<file path="config.mk">
export PLATFORM = sky130hd
export DESIGN_NAME = upsizer
export DESIGN_NICKNAME = d
export VERILOG_FILES = /design/src/rtl/upsizer.sv
export SDC_FILE = /design/constraint.sdc
export NUM_CORES = 2
export LEC_CHECK = 0
export CORE_AREA = 2 2 501 503
export DETAILED_ROUTE_END_ITERATION = 16
export DIE_AREA = 0 0 503 505
export GPL_ROUTABILITY_DRIVEN = 0
export PLACE_DENSITY = 0.37
export SLEW_MARGIN = 20
export SYNTH_ARGS = -nofsm -noshare
export SYNTH_HDL_FRONTEND = slang
export SYNTH_SLANG_ARGS = --single-unit
</file>
<file path="constraint.sdc">
create_clock -name clk -period 5 [get_ports clk]
set_clock_uncertainty 0.2 [all_clocks]
set_input_delay 0.75 -clock clk [delete_from_list [all_inputs] [get_ports clk]]
set_output_delay 0.75 -clock clk [all_outputs]
set_load 0.05 [all_outputs]
</file>
<file path="src/rtl/upsizer.sv">
// upsizer
//   Packs a stream of narrow input beats into wide output words. The first
//   accepted beat of a word lands in lane 0, the next in lane 1, and so on.
//   A word is emitted when every lane is filled, or earlier when last_in
//   closes it. Lanes that were never written read as zero, and their keep
//   bits are clear.
//
// Ports
//   clk        rising-edge clock
//   rstn       asynchronous active-low reset; any partial word is dropped
//   inp_data   narrow input beat (INP_DATA_WIDTH bytes)
//   valid_in   inp_data / last_in are valid
//   last_in    this beat ends a packet; close the word after it
//   ready      a beat is accepted this cycle when valid_in is also high
//   data_out   packed word; lane k = bits [(k+1)*LANE_BITS-1 : k*LANE_BITS]
//   out_keep   bit k set when lane k holds valid data
//   out_last   the word was closed by last_in
//   out_en     data_out / out_keep / out_last are valid
//   out_ready  downstream accepts the word this cycle
module upsizer #(
  parameter int INP_DATA_WIDTH = 32,
  parameter int DATA_OUT_WIDTH = 128,
  parameter int BEAT_CNT_WIDTH = $clog2(DATA_OUT_WIDTH / INP_DATA_WIDTH)
) (
  input  logic                                       clk,
  input  logic                                       rstn,
  input  logic [INP_DATA_WIDTH*8-1:0]                inp_data,
  input  logic                                       valid_in,
  input  logic                                       last_in,
  output logic                                       ready,
  output logic [DATA_OUT_WIDTH*8-1:0]                data_out,
  output logic [DATA_OUT_WIDTH/INP_DATA_WIDTH-1:0]   out_keep,
  output logic                                       out_last,
  output logic                                       out_en,
  input  logic                                       out_ready
);

  localparam int RATIO     = DATA_OUT_WIDTH / INP_DATA_WIDTH;
  localparam int LANE_BITS = INP_DATA_WIDTH * 8;
  localparam logic [BEAT_CNT_WIDTH-1:0] LAST_LANE = BEAT_CNT_WIDTH'(RATIO - 1);

  logic [BEAT_CNT_WIDTH-1:0]   cnt_q,  cnt_d;
  logic [DATA_OUT_WIDTH*8-1:0] data_q, data_d;
  logic [RATIO-1:0]            keep_q, keep_d;
  logic                        last_q, last_d;
  logic                        en_q,   en_d;

  logic slot_free;
  logic beat_accept;
  logic word_taken;

  // The word register is free when nothing is held, or when the held word
  // leaves this very cycle; that is what gives back-to-back throughput.
  assign slot_free   = !en_q || out_ready;
  assign beat_accept = valid_in && slot_free;
  assign word_taken  = en_q && out_ready;

  // State register. out_en doubles as the FILL/HOLD state bit.
  always_ff @(posedge clk or negedge rstn) begin
    if (!rstn) begin
      cnt_q  <= '0;
      data_q <= '0;
      keep_q <= '0;
      last_q <= 1'b0;
      en_q   <= 1'b0;
    end else begin
      cnt_q  <= cnt_d;
      data_q <= data_d;
      keep_q <= keep_d;
      last_q <= last_d;
      en_q   <= en_d;
    end
  end

  // Next-state logic. A consumed word is cleared first, so a beat accepted
  // in the same cycle starts a fresh word in lane 0 (cnt_q is always 0
  // while a word is held).
  always_comb begin
    cnt_d  = cnt_q;
    data_d = data_q;
    keep_d = keep_q;
    last_d = last_q;
    en_d   = en_q;

    if (word_taken) begin
      en_d   = 1'b0;
      data_d = '0;
      keep_d = '0;
      last_d = 1'b0;
      cnt_d  = '0;
    end

    if (beat_accept) begin
      for (int k = 0; k < RATIO; k++) begin
        if (cnt_q == BEAT_CNT_WIDTH'(k)) begin
          data_d[k*LANE_BITS +: LANE_BITS] = inp_data;
          keep_d[k]                        = 1'b1;
        end
      end

      if (cnt_q == LAST_LANE || last_in) begin
        en_d   = 1'b1;
        last_d = last_in;
        cnt_d  = '0;
      end else begin
        cnt_d = cnt_q + BEAT_CNT_WIDTH'(1);
      end
    end
  end

  // Outputs. Everything but ready comes straight from registers.
  always_comb begin
    ready    = slot_free;
    data_out = data_q;
    out_keep = keep_q;
    out_last = last_q;
    out_en   = en_q;
  end

endmodule

</file>
==> metrics.yaml <==
status: "finished clean"
setup_viol: 0
grt_busiest_layer: "met2"
clock-sinks: 1032
arrival_ns: 2.76
synth_simple_gate_area_frac: 0.2329
r2r_end: "data_out[206]$_DFF_PN0_"
syn_avg_cell_area_um2: 9.410
synth_nets: 4976
track_usage: 0.1915
ir_drop_uv: 561.2
yosysWarnings: 0
worstSetupStartpointType: "primary input"
min_period_over_period: 0.7416
drt_first_pass_iters: 6
initial_core_util: 0.1786
synth_seq_cells: 1032
grt_first_pass_wirelength_um: 355600
cts_root_buf: "clkbuf_16"
layout_setup_ws_ns: 1.292
clkTransAtPathRegs_ns: 0.05
dp_hpwl_um: 170500
setup-tns-final_ns: 0
antenna_left: 0
muxShareOfSynthArea: 0
hold_buffers: 1
core_um2: 248200
cap_violations: 0
vias: 43040
final_common_cell: "clkdlybuf4s50_1"
synth_xor_area_frac: 0.0001976
mostFrequentLayoutCells: "1289 x clkdlybuf4s50_1, 1032 x dfrtp_1, 1026 x nand2_1, 1025 x nand4_1, 886 x o21ai_0"
period_minus_slack_ns: 3.708
end_kind: "output pin"
die_w_um: 503
port_buffers: 1291
max-slew-margin-rel: 0.1340
synth.top_cell.area_share: 0.5826
ys_seq_area_frac: 0.5826
p_leak_nw: 25.31
met2_usage: 0.3002
first_iter_violations: 3898
cts.path.max_buffers: 3
fillers: 26660
cts_tree: "built"
post_cts_buffers: 0
synth_area_leader_cell: "dfrtp_1"
synthTopCellsByArea: "dfrtp_1 58%, nand4_1 14%, o21ai_0 10%"
routed_wl_um: 253600
place_ws_ns: 1.249
slew_violations: 0
holdPathEnd: "out_keep[0]$_DFF_PN0_"
antenna_found_initial: 51
final-hold-violation-count: 0
routedWlPerCell_um: 27.76
r2r_setup_slack_ns: 2.11
die_h_um: 505
dieArea_um2: 254000
synth_fa_ha_area_frac: 0.001129
vias_per_cell: 4.712
clock_latency_ns: 0.78
regArea_um2: 25820
reg2reg_from: "cnt_q[0]$_DFFE_PN0P_"
worstPathRequired_ns: 4.05
worst_pin_slew_ns: 1.299
hp-class: "flip-flop to flip-flop"
drive_gt1_frac: 0.05800
synth_compound_area_frac: 0.1174
synth_top_family_by_area: "simple AND/OR/NAND/NOR gates"
rows: 183
nNetsFinal: 5961
grt_pass1_vias: 42830
cts_resized: 0
area_delta_synth_final_pct: 45.93
finish.utilization: 0.2606
post_dp_cell_area_um2: 60190
grt_setup_unrepaired: "false"
timing.hold.ws_ns: 0.2747
grt_max_degree: 172
max_freq_mhz: 269.7
path_class: "primary input to output pin"
grt_overflow: 0
hp-start: "out_keep[0]$_DFF_PN0_"
fin_area_um2: 64690
whs_path_depth: 1
htreeDepth: 4
numCtsBuffers: 136
critPathMaxFanout: 21
drcViolationCount: 0
syn_area_um2: 44330
syn_inst: 4711
power_density_nw_per_um2: 782.7
use_met1: 0.2415
grt_use_met3: 0.06799
rr_worst_depth: 6
yosysUniqueCellTypes: 25
multi_input_area_um2: 15660
io_pins: 1292
-- metal layers --
layer	share of wire	wire [µm]
met1	0.41	104500
met2	0.46	116200
met3	0.091	23190
met4	0.037	9291
met5	0.0015	385
-- stage by stage --
step	power (mW)	instances
after floorplan	29.26	4711
after global placement	40.92	8887
after detailed placement	40.98	8887
after CTS	51.23	9123
after global routing	52.81	9129
final	50.64	9135
-- worst max-delay path, stage by stage --
cell and delay, ns:
clkdlybuf4s50_1 0.59, nand2b_4 0.46, clkdlybuf4s50_1 0.92
-- power by group --
group,switching [mW],internal [mW]
clock network,4.30,5.63
registers,1.93,11.5
logic,20.0,7.25
-- synth_stat cells --
master / n
dfrtp_1: 1032
nand2_1: 1027
nand4_1: 1025
o21ai_0: 886
clkbuf_1: 342
o21ai_1: 139
buf_2: 84
buf_6: 80
buf_1: 57
buf_4: 9
a21o_1: 5
clkbuf_2: 4
ha_1: 4
inv_1: 3
and3_1: 2
and3_4: 2
nor2_1: 2
a21oi_1: 1
a311oi_1: 1
a31oi_1: 1
a32o_1: 1
nand2b_1: 1
nor2b_1: 1
o221ai_1: 1
xor2_1: 1
-- how the worst max path moves through the flow --
| stage | to | start | slack (ns) |
|---|---|---|---|
| final | ready | out_ready | 1.29 |
| after detailed placement | ready | out_ready | 1.25 |
| after global placement | ready | out_ready | 1.29 |
| after floorplan | ready | out_ready | 2.35 |
| after global routing | ready | out_ready | 1.23 |
| after CTS | ready | out_ready | 1.24 |
-- sequential cells by signal, indices dropped and copies added (netlist names) --
name,count
out_en,1
out_last,1
data_out,1024
out_keep,4
cnt_q,2
-- final cells by class --
| class | count | area share |
|---|---|---|
| Sequential cell | 1032 | 0.3992 |
| Tap cell | 3330 | 0.06441 |
| Clock inverter | 25 | 0.007040 |
| Antenna cell | 12 | 0.0004642 |
| Timing Repair Buffer | 1423 | 0.2247 |
| Inverter | 3 | 0.0001741 |
| Multi-Input combinational cell | 3100 | 0.2421 |
| Clock buffer | 210 | 0.06185 |
-- kinds of logic after synthesis --
logic type / Yosys count
AND/OR/NAND/NOR: 2060
AO/OA/AOI/OAI: 1035
flip-flops: 1032
buffers and inverters: 579
adder cells (fa/ha/maj): 4
XOR/XNOR: 1
No activity file was read; power rests on OpenSTA's default activity.
